[src/rtl/fns_enc_20_seq.sv]
// Sequential greedy Fibonacci-numeral-system encoder: FBLEN20-bit binary in, 20-bit FNS codeword out, one bit per clock MSB first.
// Optional range check (err flag, zeroed codeword) enabled by defining FNS_ENC_RANGE_CHECK_EN.
`ifndef FBLEN20
`define FBLEN20 15
`endif
`ifndef FNS01
`define FNS01 1
`define FNS02 1
`define FNS03 2
`define FNS04 3
`define FNS05 5
`define FNS06 8
`define FNS07 13
`define FNS08 21
`define FNS09 34
`define FNS10 55
`define FNS11 89
`define FNS12 144
`define FNS13 233
`define FNS14 377
`define FNS15 610
`define FNS16 987
`define FNS17 1597
`define FNS18 2584
`define FNS19 4181
`define FNS20 6765
`endif

module fns_enc_20_seq (
    input  logic                clk,
    input  logic                rst,
    input  logic [`FBLEN20-1:0] datain,
    input  logic                in_valid,
    output logic                in_ready,
    output logic [19:0]         codeout,
    output logic                out_valid,
    input  logic                out_ready,
    output logic                err
);
    localparam logic [`FBLEN20-1:0] W [20] = '{
        `FNS01, `FNS02, `FNS03, `FNS04, `FNS05, `FNS06, `FNS07, `FNS08, `FNS09, `FNS10,
        `FNS11, `FNS12, `FNS13, `FNS14, `FNS15, `FNS16, `FNS17, `FNS18, `FNS19, `FNS20};

    typedef enum logic [1:0] {IDLE, CONV, DONE} state_t;

    state_t              state, state_nx;
    logic [`FBLEN20-1:0] residual;
    logic [19:0]         code;
    logic [4:0]          k;
    logic                accept;
    logic                hit;

    always_comb begin
        state_nx  = state;
        in_ready  = 1'b0;
        out_valid = 1'b0;
        case (state)
            IDLE: begin
                in_ready = 1'b1;
                if (in_valid) state_nx = CONV;
            end
            CONV: if (k == 5'd0) state_nx = DONE;
            DONE: begin
                out_valid = 1'b1;
                if (out_ready) state_nx = IDLE;
            end
            default: state_nx = IDLE;
        endcase
    end

    assign accept = in_valid && (state == IDLE);
    assign hit    = residual >= W[k];

    always_ff @(posedge clk or posedge rst) begin
        if (rst) begin
            state    <= IDLE;
            residual <= '0;
            code     <= '0;
            k        <= '0;
        end else begin
            state <= state_nx;
            if (accept) begin
                residual <= datain;
                code     <= '0;
                k        <= 5'd19;
            end else if (state == CONV) begin
                if (hit) begin
                    code[k]  <= 1'b1;
                    residual <= residual - W[k];
                end
                // Park k at 0 so the weight index never leaves 0..19.
                k <= (k == 5'd0) ? 5'd0 : k - 5'd1;
            end
        end
    end

`ifdef FNS_ENC_RANGE_CHECK_EN
    function automatic logic [`FBLEN20:0] w_sum();
        logic [`FBLEN20:0] s;
        s = '0;
        for (int i = 0; i < 20; i++) s = s + {1'b0, W[i]};
        return s;
    endfunction
    localparam logic [`FBLEN20:0] W_SUM = w_sum();

    logic err_q;

    always_ff @(posedge clk or posedge rst) begin
        if (rst)         err_q <= 1'b0;
        else if (accept) err_q <= ({1'b0, datain} > W_SUM);
    end

    assign err     = err_q;
    assign codeout = err_q ? 20'h00000 : code;
`else
    assign err     = 1'b0;
    assign codeout = code;
`endif
endmodule

[config.mk]
export PLATFORM = sky130hd
export DESIGN_NAME = fns_enc_20_seq
export DESIGN_NICKNAME = d
export VERILOG_FILES = /design/src/rtl/fns_enc_20_seq.sv
export SDC_FILE = /design/constraint.sdc
export NUM_CORES = 1
export LEC_CHECK = 0
export BUFFER_PORTS_ARGS = -buffer_cell sky130_fd_sc_hd__buf_4
export CORE_MARGIN = 4
export CORE_UTILIZATION = 57
export DETAILED_ROUTE_END_ITERATION = 7
export GPL_TIMING_DRIVEN = 0
export PLACE_DENSITY = 0.8
export SYNTH_ARGS = -nofsm -noshare
export SYNTH_HDL_FRONTEND = slang
export SYNTH_SLANG_ARGS = --single-unit
[constraint.sdc]
create_clock -name clk -period 4.5 [get_ports clk]
set_input_delay 0.9 -clock clk [delete_from_list [all_inputs] [get_ports clk]]
set_output_delay 0.9 -clock clk [all_outputs]
set_load 0.02 [all_outputs]
Yosys cells after proc, flatten, opt, wreduce, memory -nomap -nowiden
Memories as Yosys holds them, arrays and structs flattened.
Cells that the tools add are included.
W data, S select, Z words.
- input port bits: 19
- memories: 1
- logic and storage cells: 45
- output and inout port bits: 23
- memory bits (read-only): 480
- register bits after elaboration: 42
- eq/ne operators: 5
- bitwise gates (word level): 2
- magnitude comparators: 4
- reduce and logical (&&, ||, !) cells: 8
- $add $sub $neg: 2
- muxes and demuxes: 19
- memory list (name ; words ; bits a word ; rd ports ; clocked after Yosys merged registers in ; wr ports ; line ; text):
    (name not given) ; 32 ; 15 ; 1 ; 0 ; 0 ; 89 ; residual <= residual - W[k];
- operator list (kind ; count):
    $mux W15 ; 5
    $mux W20 ; 3
    $or A20 B20 Y20 ; 1
    $ge A15 B15 Y1 ; 1
    $mux W5 ; 3
    $sub A15 B15 Y15 ; 1
    $ge A6 B6 Y1 const B ; 1
    $lt A5 B6 Y1 const B ; 1
    $mux W2 ; 3
    $ne A2 B2 Y1 const B ; 3
    $not A5 Y6 ; 1
    $pmux W2 S3 ; 1
    $demux W1 S5 ; 1
    $ge A5 B1 Y1 const B ; 1
    $logic_not A5 Y1 ; 1
    $sub A5 B1 Y5 const B ; 1
    $reduce_bool A2 Y1 ; 2
    $mux W1 ; 3
    $reduce_and A3 Y1 ; 1
    $eq A2 B1 Y1 const B ; 1
    $eq A2 B2 Y1 const B ; 1
    $logic_and A1 B1 Y1 ; 2
    $logic_not A2 Y1 ; 1
    $reduce_and A2 Y1 ; 1

Logic depth before layout (Yosys ltp)
Gate-level depths: netlist of the first run.
- word-level depth: 8
- mapped depth: 15
- mapped depth without buffers: 15

Worst setup path before layout of the first run
Ideal clock, no wire load.
- kind: flip-flop to flip-flop
- start: register k[0]
- end: register residual[10]
- buffers on the path: 0
- setup slack: 1248 ps
- required time: 4375 ps
- library setup time: 125 ps
- data arrival time: 3127 ps
- cell stages (with the launch flop): 16
- cells stage by stage: dfrtp_1 > inv_1 > ha_1 > nand2_1 > o21ai_0 > a21oi_1 > o22ai_1 > ha_1 > inv_1 > fa_1 > a211oi_1 > o21ai_0 > a31oi_1 > a221oi_1 > a22o_1 > mux2_2
- longest elaborated chain between the ends: 8
- ends and longest elaborated chain (what ; line ; text):
    start, declared ; 49 ; logic [4:0] k;
    start signal, assigned ; 92 ; k <= (k == 5'd0) ? 5'd0 : k - 5'd1;
    $not A5 Y6 (implied by the code) (*) ; 72, 89 ;
    $mem_v2 Z32 W15 (*) ; n/a ;
    $mux W15 (implied by the code) (*) (2 in a row) ; 89 ;
    $sub A15 B15 Y15 ; 89 ;
    $mux W15 ; 87 ; if (hit) begin
    $mux W15 ; 86 ; end else if (state == CONV) begin
    $mux W15 ; 82 ; if (accept) begin
    end signal, assigned ; 83 ; residual <= datain;
    end signal, assigned ; 89 ;
    end, declared ; 47 ; logic [`FBLEN20-1:0] residual;
Every way passes the cells marked *; elsewhere a longest branch is shown, timed or not. The select of a mux whose other input is x is not followed.
A chain may end at the register's enable or synchronous reset.

Worst setup path after layout of the first run
Same ends and word-level chain as after synthesis.

==> impl_metrics.csv, run 1 <==
group,metric,value,unit
global_route,gr-usage-all-layers,0.239,
global_route,antenna_found_initial,0,
timing,finalHoldViolCount,0,
drt,drtIter0Drc,214,
critical_path,ff2ff_setup_slack,0.58,ns
timing,worstMarginPinSlew,0.882,ns
clock_network,cts_setup_buffers,0,
synth,synth_top_cell_by_area,"dfrtp_1",
floorplanning,std_cell_rows,25,
synth,async_reset_ff_frac,1.00,
synth,synth_seq_cells,42,
drt,viasPerCell,5.93,
drt,antenna_left,0,
critical_path,worstPathArrival,4.13,ns
critical_path,reg2reg_from,"k[0]$_DFFE_PP0P_",
min_path,hold_class,"reg -> reg",
critical_path,path_cells,"inv_1, ha_1, nand2_1, o21ai_0, a21oi_1, o22ai_1, ha_1, inv_1, fa_1, a211oi_1, o21ai_0, a31oi_1, a221oi_1, a22o_1, mux2_2",
critical_path,end_kind,"flip-flop",
synth,synth_top_area_share,0.367,
global_route,gr-total-overflow,0,
clock_network,cts_resized,0,
timing,fmax,255,MHz
finish,area_delta_synth_final,16.7,%
critical_path,cpLargestDelayFamily,"compound AO/OA/AOI/OAI gates",
clock_network,cts_max_level,2,
critical_path,slowest_stage,"dfrtp_1",
global_route,grt_pass1_vias,2411,
floorplanning,die_area,6220,um^2
global_route,grt_pass1_wl,11.7,mm
timing,timing.final.crit_share,0.872,
clock_network,clock-sinks,42,
timing,min_period,3.92,ns
synth,syn_nets,367,
timing,skew,0.0106,ns
drt,drc,0,
critical_path,endpoint,"residual[10]$_DFFE_PP0P_",
clock_network,cts_root_buffer,"clkbuf_8",
finish,drive_above_1_share,0.184,
critical_path,crit_start,"k[0]$_DFFE_PP0P_",
clock_network,path_clk_slew,0.09,ns
drt,routedWlPerCell,16.0,um
clock_network,cts_hold_buf,0,
synth,postSynthAreaPerCell,8.89,um^2
synth,synthCells,322,
clock_network,clk_latency,0.31,ns
synth,synth_area_leaders,"dfrtp_1 (37%), ha_1 (11%), nand2_1 (7.0%)",
critical_path,worst-path-stages,15,
critical_path,r2r-end,"residual[10]$_DFFE_PP0P_",
clock_network,cts_tree,"built",
global_route,grt_max_degree,43,
critical_path,crit_required,4.70,ns
drt,wl,7.00,mm
synth,synth_commonest_cells,"nand2_1 (53), dfrtp_1 (42), o21ai_0 (35), ha_1 (25), nor2_1 (22)",
floorplanning,die_h,78.9,um
timing,relSlewSlack,0.411,
flow_run,drv_cap,0,
synth,yosysMostFrequentCell,"nand2_1",
synth,ys.warnings.count,0,
floorplanning,die_x,78.9,um
critical_path,path_buf_inv,2,
critical_path,worstRegToRegCells,15,
synth,ys_seq_area_frac,0.367,
critical_path,max_stage_delay,0.62,ns
synth,syn_area,2860,um^2
finish,fin_nets,414,
synth,synth_flop_cell,"dfrtp_1",
critical_path,crit_fanout,11,
synth,yosysUniqueCellTypes,55,
synth,synth_edf_count,0,
floorplanning,io_pins,42,
place,dpl.hpwl,5.10,mm
status,status,"finished clean",
timing,timing.setup.tns,0,ns
drt,drtPass1Iterations,4,
floorplanning,core-area,4790,um^2
drt,vias,2591,
clock_network,cts_buffer_depth,2,
place,port_buffers,40,
critical_path,crit_path_start_kind,"flip-flop",
floorplanning,initial_utilization,0.598,
timing,rsz0062_at_grt,"false",
timing,drv_slew,0,
min_path,hold_start,"codeout[15]$_DFFE_PP0P_",
finish,postLayoutCoreUtil,0.698,
timing,whs,0.485,ns
finish,diodes,0,
timing,setup_viol,0,
critical_path,criticalPathCategory,"reg -> reg",
place,place_congestion,0.945,
clock_network,cts_made_buffers,5,
-- worst register-to-register path: cells and delay by family (launching register included) --
kind,cells,cell delay (ns)
mux,1,0.25
flops,1,0.62
simple gates,1,0.07
buf+inv,2,0.24
fa+ha+maj,3,1.01
compound gates,8,1.63
-- layer usage --
layer | part of all wire | GRT usage | up-vias
met3 | 0.064 | 0.0374 | 12
li1 | - | - | 1257
met2 | 0.47 | 0.391 | 80
met1 | 0.45 | 0.332 | 1242
met4 | 0.017 | 0.0601 | 0
met5 | 0 | 0 | -
-- state kept, by name, summed over array words and instances (netlist names) --
register,cells
state,2
k,5
codeout,20
residual,15
-- cells in the final DEF (no fill, tap or decap), drive strengths merged, types with 3 or more instances in the layout --
cell type and n:
xnor2 5, inv 8, mux2i 4, mux2 10
a32o 4, nor4 3, buf 45, nand3 7
clkbuf 17, a31oi 6, xor2 4, o31ai 3
nand2 53, nor2b 4, nor2 22, o211ai 6
dfrtp 42, o21ai 35, a21oi 15, nor3 3
ha 25, nand4 5, a211o 3, nand2b 4
a21o 6
-- per-stage QoR --
step / setup slack, ns / instance area (um^2) / std cells
detailed placement: 0.704 / 3250 / 429
CTS: 0.649 / 3340 / 437
global placement: 0.769 / 3250 / 429
global route: 0.319 / 3340 / 437
floorplan: 1.25 / 2860 / 322
finish: 0.577 / 3340 / 437
-- worst min-delay path by stage --
stage / endpoint / cells past startpoint / slack [ns]
3_5_place_dp: codeout[0]$_DFFE_PP0P_ / 2 / 0.47
3_3_place_gp: codeout[15]$_DFFE_PP0P_ / 2 / 0.46
6_report: codeout[15]$_DFFE_PP0P_ / 2 / 0.48
4_1_cts: codeout[15]$_DFFE_PP0P_ / 2 / 0.49
5_1_grt: codeout[19]$_DFFE_PP0P_ / 2 / 0.51
2_1_floorplan: residual[10]$_DFFE_PP0P_ / 1 / 0.49
-- layout make-up --
cell class	instances	area, um^2
Timing Repair Buffer	40	300
Sequential cell	42	1050
Clock buffer	5	68.8
Buffer	17	85.1
Multi-Input combinational cell	255	1700
Inverter	8	30.0
Tap cell	67	83.8
Fill cell	411	1450
Clock inverter	3	23.8
-- logic make-up (layout without fill, tap and decap cells) --
| logic type | count (synthesis) | count (layout) | share of synthesized area |
|---|---|---|---|
| AOI/OAI and AO/OA | 96 | 96 | 0.216 |
| xor gates and xnor gates | 9 | 9 | 0.0275 |
| adders and majority gates | 26 | 26 | 0.116 |
| buffers and inverters | 25 | 73 | 0.0402 |
| DFF | 42 | 42 | 0.367 |
| muxes | 14 | 14 | 0.0560 |
| other | 1 | 1 | 0.00131 |
| and+or+nand+nor | 109 | 109 | 0.176 |
Power of run 1 is not shown: default switching activity piles up to over one toggle a cycle in this logic, so the estimate is an artifact.
==> inputs of run 2 (changes only) <==
ABC_AREA = 1   (was default)
CAP_MARGIN = 20   (was default)
CORE_UTILIZATION = 59   (was 57)
HOLD_SLACK_MARGIN = 0.06   (was default)
PLACE_DENSITY = 0.81   (was 0.8)
==> run 2 against run 1 <==
Global-route usage up 1.5 points. Core utilization grew 0.73 points. Synthesized area grew 19%. Worst setup slack gained 0.50 ns. Clock skew decreased by 0.0039 ns.
==> impl_metrics.csv, run 2 <==
group,metric,value,unit
status,status,"finished clean",
finish,multi_input_area,1970,um^2
synth,synthCells,506,
global_route,gr-usage-all-layers,0.254,
floorplanning,die_x,83.9,um
place,port_buffers,40,
drt,drc,0,
timing,min_period,3.42,ns
synth,synth_edf_count,0,
critical_path,worstPathArrival,3.62,ns
clock_network,cts_tree,"built",
clock_network,clock-sinks,42,
synth,synth_flop_cell,"dfrtp_1",
flow_run,drv_cap,0,
timing,rsz0062_at_grt,"false",
timing,setup_viol,0,
timing,worstMarginPinSlew,0.863,ns
floorplanning,die_h,83.9,um
synth,yosysUniqueCellTypes,41,
synth,postSynthAreaPerCell,6.72,um^2
min_path,hold_class,"reg -> reg",
critical_path,crit_required,4.70,ns
drt,drtPass1Iterations,6,
critical_path,worstRegToRegCells,17,
place,dpl.hpwl,6.65,mm
critical_path,max_stage_delay,0.53,ns
clock_network,cts_root_buffer,"clkbuf_8",
synth,synth_commonest_cells,"nand2_1 (173), inv_1 (66), dfrtp_1 (42), nor2_1 (39), nand3_1 (29)",
critical_path,crit_fanout,10,
finish,fillers,505,
synth,synth_area_leaders,"dfrtp_1 (31%), nand2_1 (19%), ha_1 (9.2%)",
critical_path,slowest_stage,"dfrtp_1",
synth,synth_top_cell_by_area,"dfrtp_1",
global_route,grt_pass1_wl,14.7,mm
critical_path,crit_path_start_kind,"flip-flop",
synth,yosysMostFrequentCell,"nand2_1",
place,place_congestion,0.951,
drt,antenna_left,0,
global_route,antenna_found_initial,0,
critical_path,crit_start,"k[0]$_DFFE_PP0P_",
floorplanning,initial_utilization,0.614,
critical_path,worst-path-stages,17,
critical_path,path_buf_inv,6,
synth,syn_area,3400,um^2
clock_network,cts_made_buffers,5,
timing,relSlewSlack,0.424,
finish,layout_commonest_cell,"nand2_1",
timing,drv_slew,0,
critical_path,crit_path_frequent_cell,"nand2_1",
drt,vias,3364,
synth,ys_seq_area_frac,0.309,
floorplanning,std_cell_rows,27,
timing,timing.setup.tns,0,ns
clock_network,clk_latency,0.30,ns
finish,fin_nets,598,
synth,syn_nets,551,
drt,viasPerCell,5.37,
floorplanning,die_area,7050,um^2
synth,async_reset_ff_frac,1.00,
timing,fmax,292,MHz
global_route,grt_max_degree,43,
floorplanning,core-area,5540,um^2
finish,final_cell_mix,"nand2_1 (173), inv_1 (65), dfrtp_1 (42), buf_4 (41), nor2_1 (39)",
timing,timing.final.crit_share,0.760,
timing,skew,0.00667,ns
clock_network,cts_buffer_depth,2,
clock_network,cts_setup_buffers,0,
clock_network,cts_hold_buf,0,
clock_network,cts_max_level,2,
critical_path,endpoint,"codeout[0]$_DFFE_PP0P_",
global_route,grt_pass1_vias,3025,
drt,drtIter0Drc,397,
finish,largest_reg_flops,20,
critical_path,end_kind,"flip-flop",
critical_path,reg2reg_from,"k[0]$_DFFE_PP0P_",
critical_path,path_cells,"inv_1, ha_1, inv_1, a221oi_1, ha_1, nand2_1, inv_1, a21oi_1, nand2_1, nand2_1, nand3_2, nand2_4, inv_2, buf_6, buf_8, nand2_1, o21ai_2",
synth,ys.warnings.count,0,
finish,drive_above_1_share,0.173,
floorplanning,io_pins,42,
critical_path,cpLargestDelayFamily,"adder cells",
timing,finalHoldViolCount,0,
clock_network,cts_resized,0,
drt,wl,8.68,mm
finish,area_delta_synth_final,14.8,%
critical_path,ff2ff_setup_slack,1.08,ns
finish,diodes,0,
synth,synth_top_area_share,0.309,
critical_path,r2r-end,"codeout[0]$_DFFE_PP0P_",
finish,register_area,1050,um^2
drt,routedWlPerCell,13.9,um
clock_network,path_clk_slew,0.09,ns
global_route,gr-total-overflow,0,
critical_path,criticalPathCategory,"reg -> reg",
synth,synth_seq_cells,42,
## run 2: worst min-delay path by stage
stage / startpoint / to / slack (ns) / cells past startpoint
3_3_place_gp: residual[12]$_DFFE_PP0P_ / residual[12]$_DFFE_PP0P_ / 0.47 / 2
2_1_floorplan: residual[0]$_DFFE_PP0P_ / residual[0]$_DFFE_PP0P_ / 0.45 / 2
4_1_cts: residual[9]$_DFFE_PP0P_ / residual[9]$_DFFE_PP0P_ / 0.50 / 2
3_5_place_dp: residual[9]$_DFFE_PP0P_ / residual[9]$_DFFE_PP0P_ / 0.47 / 2
6_report: residual[9]$_DFFE_PP0P_ / residual[9]$_DFFE_PP0P_ / 0.50 / 2
5_1_grt: residual[10]$_DFFE_PP0P_ / residual[10]$_DFFE_PP0P_ / 0.52 / 2
## run 2: kinds of logic after synthesis
group / share of synthesized area
other: 0.00110
AND/OR/NAND/NOR: 0.328
flip-flops: 0.309
XOR/XNOR: 0.0129
buffers and inverters: 0.112
adder cells (fa/ha/maj): 0.0978
AO/OA/AOI/OAI: 0.139
## run 2: worst register-to-register path: stages, from the launching register on
cell      delay, ns
dfrtp_1        0.53
inv_1          0.22
ha_1           0.35
inv_1          0.09
a221oi_1       0.47
ha_1           0.37
nand2_1        0.14
inv_1          0.06
a21oi_1        0.19
nand2_1        0.11
nand2_1        0.09
nand3_2        0.10
nand2_4        0.13
inv_2          0.05
buf_6          0.14
buf_8          0.15
nand2_1        0.07
o21ai_2        0.05
## run 2: layout make-up
type                    instances  area share
plain buffers                  15      0.0272
well taps                      72      0.0231
repair buffers                 40      0.0769
multi-input cells             376       0.505
clock inverters                 3      0.0112
inverters                      73      0.0702
flip-flops and latches         42       0.269
clock buffers                   5      0.0176
## run 2: layer usage
layer	part of all wire	up-vias	global-route usage
met5	0	-	0
met4	0.0098	0	0.0482
met3	0.075	12	0.0355
met2	0.45	159	0.389
met1	0.47	1495	0.383
li1	-	1698	-
## run 2: metrics by stage
| stage | std cells | area [um^2] | setup WS (ns) | utilization | hold slack (ns) |
|---|---|---|---|---|---|
| final | 626 | 3910 | 1.08 | 0.705 | 0.501 |
| after global routing | 626 | 3910 | 0.811 | 0.705 | 0.523 |
| after detailed placement | 618 | 3790 | 1.14 | 0.685 | 0.475 |
| after global placement | 618 | 3790 | 1.17 | 0.685 | 0.471 |
| after floorplan | 506 | 3400 | 1.80 | - | 0.453 |
| after CTS | 626 | 3910 | 1.12 | 0.705 | 0.502 |
Power of run 2 is left out for the same reason.
==> inputs of run 3 (changes only) <==
ABC_AREA = 0   (was 1)
CORE_UTILIZATION = 52   (was 59)
PLACE_DENSITY = 0.77   (was 0.81)
clock period = 2.8 ns   (was 4.5 ns; I/O delays follow)
==> run 3 against run 2 <==
The flow now finishes with violations (setup timing). First-iteration DRC count down 49%. Core utilization is 5.9 points higher. Worst setup slack got worse by 1.5 ns. Die area decreased by 4.1%. Clock skew down 0.0013 ns. Hold slack got worse by 0.062 ns. Design area up 1.9%. Highest routed layer unchanged.
==> impl_metrics.csv, run 3 (synthesis results as in run 1) <==
group,metric,value,unit
status,status,"finished, violations left",
status,violations,"setup timing",
critical_path,end_kind,"flip-flop",
finish,fin_nets,452,
floorplanning,initial_utilization,0.550,
critical_path,worstPathArrival,3.42,ns
floorplanning,die_x,82.2,um
global_route,grt_pass1_vias,2748,
finish,fillers,359,
global_route,grt_pass1_wl,13.0,mm
finish,drive_above_1_share,0.368,
timing,setup_viol,35,
finish,final_cell_mix,"buf_4 (77), nand2_1 (51), dfrtp_1 (37), nor2_1 (21), o21ai_1 (17)",
clock_network,path_clk_slew,0.09,ns
finish,diodes,0,
timing,min_period,3.24,ns
drt,drtPass1Iterations,5,
finish,layout_commonest_cell,"buf_4",
clock_network,cts_made_buffers,5,
drt,drtIter0Drc,204,
clock_network,clock-sinks,42,
timing,relSlewSlack,0.393,
critical_path,crit_required,2.99,ns
finish,postLayoutCoreUtil,0.764,
place,dpl.hpwl,5.25,mm
critical_path,max_stage_delay,0.45,ns
global_route,grt_max_degree,43,
timing,fmax,309,MHz
drt,viasPerCell,6.05,
clock_network,cts_root_buffer,"clkbuf_8",
drt,vias,2892,
flow_run,drv_cap,0,
drt,wl,8.68,mm
finish,multi_input_area,1940,um^2
clock_network,clk_latency,0.30,ns
floorplanning,die_area,6750,um^2
drt,antenna_left,0,
timing,worstMarginPinSlew,0.910,ns
clock_network,cts_max_level,2,
finish,area_delta_synth_final,39.0,%
timing,timing.setup.tns,-9.61,ns
finish,largest_reg_flops,20,
timing,timing.final.crit_share,1.16,
min_path,hold_class,"in -> async",
clock_network,cts_tree,"built",
floorplanning,die_h,82.2,um
critical_path,criticalPathCategory,"reg -> reg",
critical_path,path_cells,"inv_4, ha_4, nand2_4, nor2_4, a31oi_2, o22a_1, ha_4, a21o_1, a211o_1, o211ai_1, buf_4, o211ai_1, and2_1, buf_6, buf_8, mux2_4",
timing,finalHoldViolCount,0,
critical_path,crit_path_start_kind,"flip-flop",
timing,setup_ws,-0.436,ns
global_route,gr-usage-all-layers,0.252,
timing,rsz0062_at_grt,"true",
place,place_congestion,0.894,
global_route,antenna_found_initial,0,
floorplanning,std_cell_rows,26,
drt,routedWlPerCell,18.2,um
finish,register_area,1060,um^2
clock_network,cts_buffer_depth,2,
global_route,gr-total-overflow,0,
floorplanning,core-area,5200,um^2
place,port_buffers,40,
drt,drc,0,
timing,skew,0.00535,ns
critical_path,crit_fanout,8,
floorplanning,io_pins,42,
critical_path,slowest_stage,"dfrtp_2",
place,dp_slack,-0.754,ns
timing,drv_slew,0,
## run 3: cell types whose count changed in the layout (fill, tap and decap cells not counted), moves of 14 or more
cell / previous run / this run
nand2_1: 173 / 51
a21oi_1: 28 / 14
buf_4: 41 / 77
nand3_1: 29 / 6
inv_1: 65 / 3
nor2_1: 39 / 21
## run 3: critical path, delay by kind of cell, from the launching register on
| family | cells | cell delay, ns |
|---|---|---|
| AOI/OAI and AO/OA | 6 | 1.07 |
| adders and majority gates | 2 | 0.46 |
| buffers and inverters | 4 | 0.50 |
| DFF | 1 | 0.45 |
| muxes | 1 | 0.29 |
| and+or+nand+nor | 3 | 0.32 |
## run 3: repair_timing
action,CTS,global route
setup buffers,23,16
endpoints found under the setup margin,35,35
pin swaps,17,31
cloned,0,0
gates resized for setup,44,29
hold buffers,0,0
## run 3: metal layers
layer  vias to the layer above  track usage  wire, um  share of wire
met3                        30       0.0423       569          0.066
met1                      1366        0.316      3600           0.41
li1                       1339            -         -              -
met5                         -            0         0              0
met4                         0        0.111       255          0.029
met2                       157        0.422      4260           0.49
## run 3: area by class of cell
class	instances	share of cell area
tap	70	0.0220
multi-input combinational	255	0.489
clock inverter	3	0.0173
clock buffer	5	0.0173
sequential	42	0.266
timing repair buffer	79	0.155
inverter	8	0.0101
buffer	16	0.0239
## run 3: final timing paths
path                       slack, ns                  endpoint  depth (start not counted)                    from
min in group clk                0.47  residual[13]$_DFFE_PP0P_                          3              datain[13]
setup reg to reg               -0.44   residual[2]$_DFFE_PP0P_                         16        k[1]$_DFFE_PP0P_
max in group asynchronous       1.71          k[4]$_DFFE_PP0P_                          2                     rst
hold reg to reg                 0.49    codeout[3]$_DFFE_PP0P_                          2  codeout[3]$_DFFE_PP0P_
hold / removal                  0.44          k[0]$_DFFE_PP0P_                          2                     rst
setup / recovery               -0.44   residual[2]$_DFFE_PP0P_                         16        k[1]$_DFFE_PP0P_
## run 3: per-stage QoR
stage	cell area, um^2	std cells	hold slack (ns)
3_3_place_gp	3310	432	0.462
4_1_cts	3740	462	0.474
3_5_place_dp	3310	432	0.472
6_report	3980	478	0.439
2_1_floorplan	2920	322	0.487
5_1_grt	3980	478	0.485
Power of run 3 is left out for the same reason.
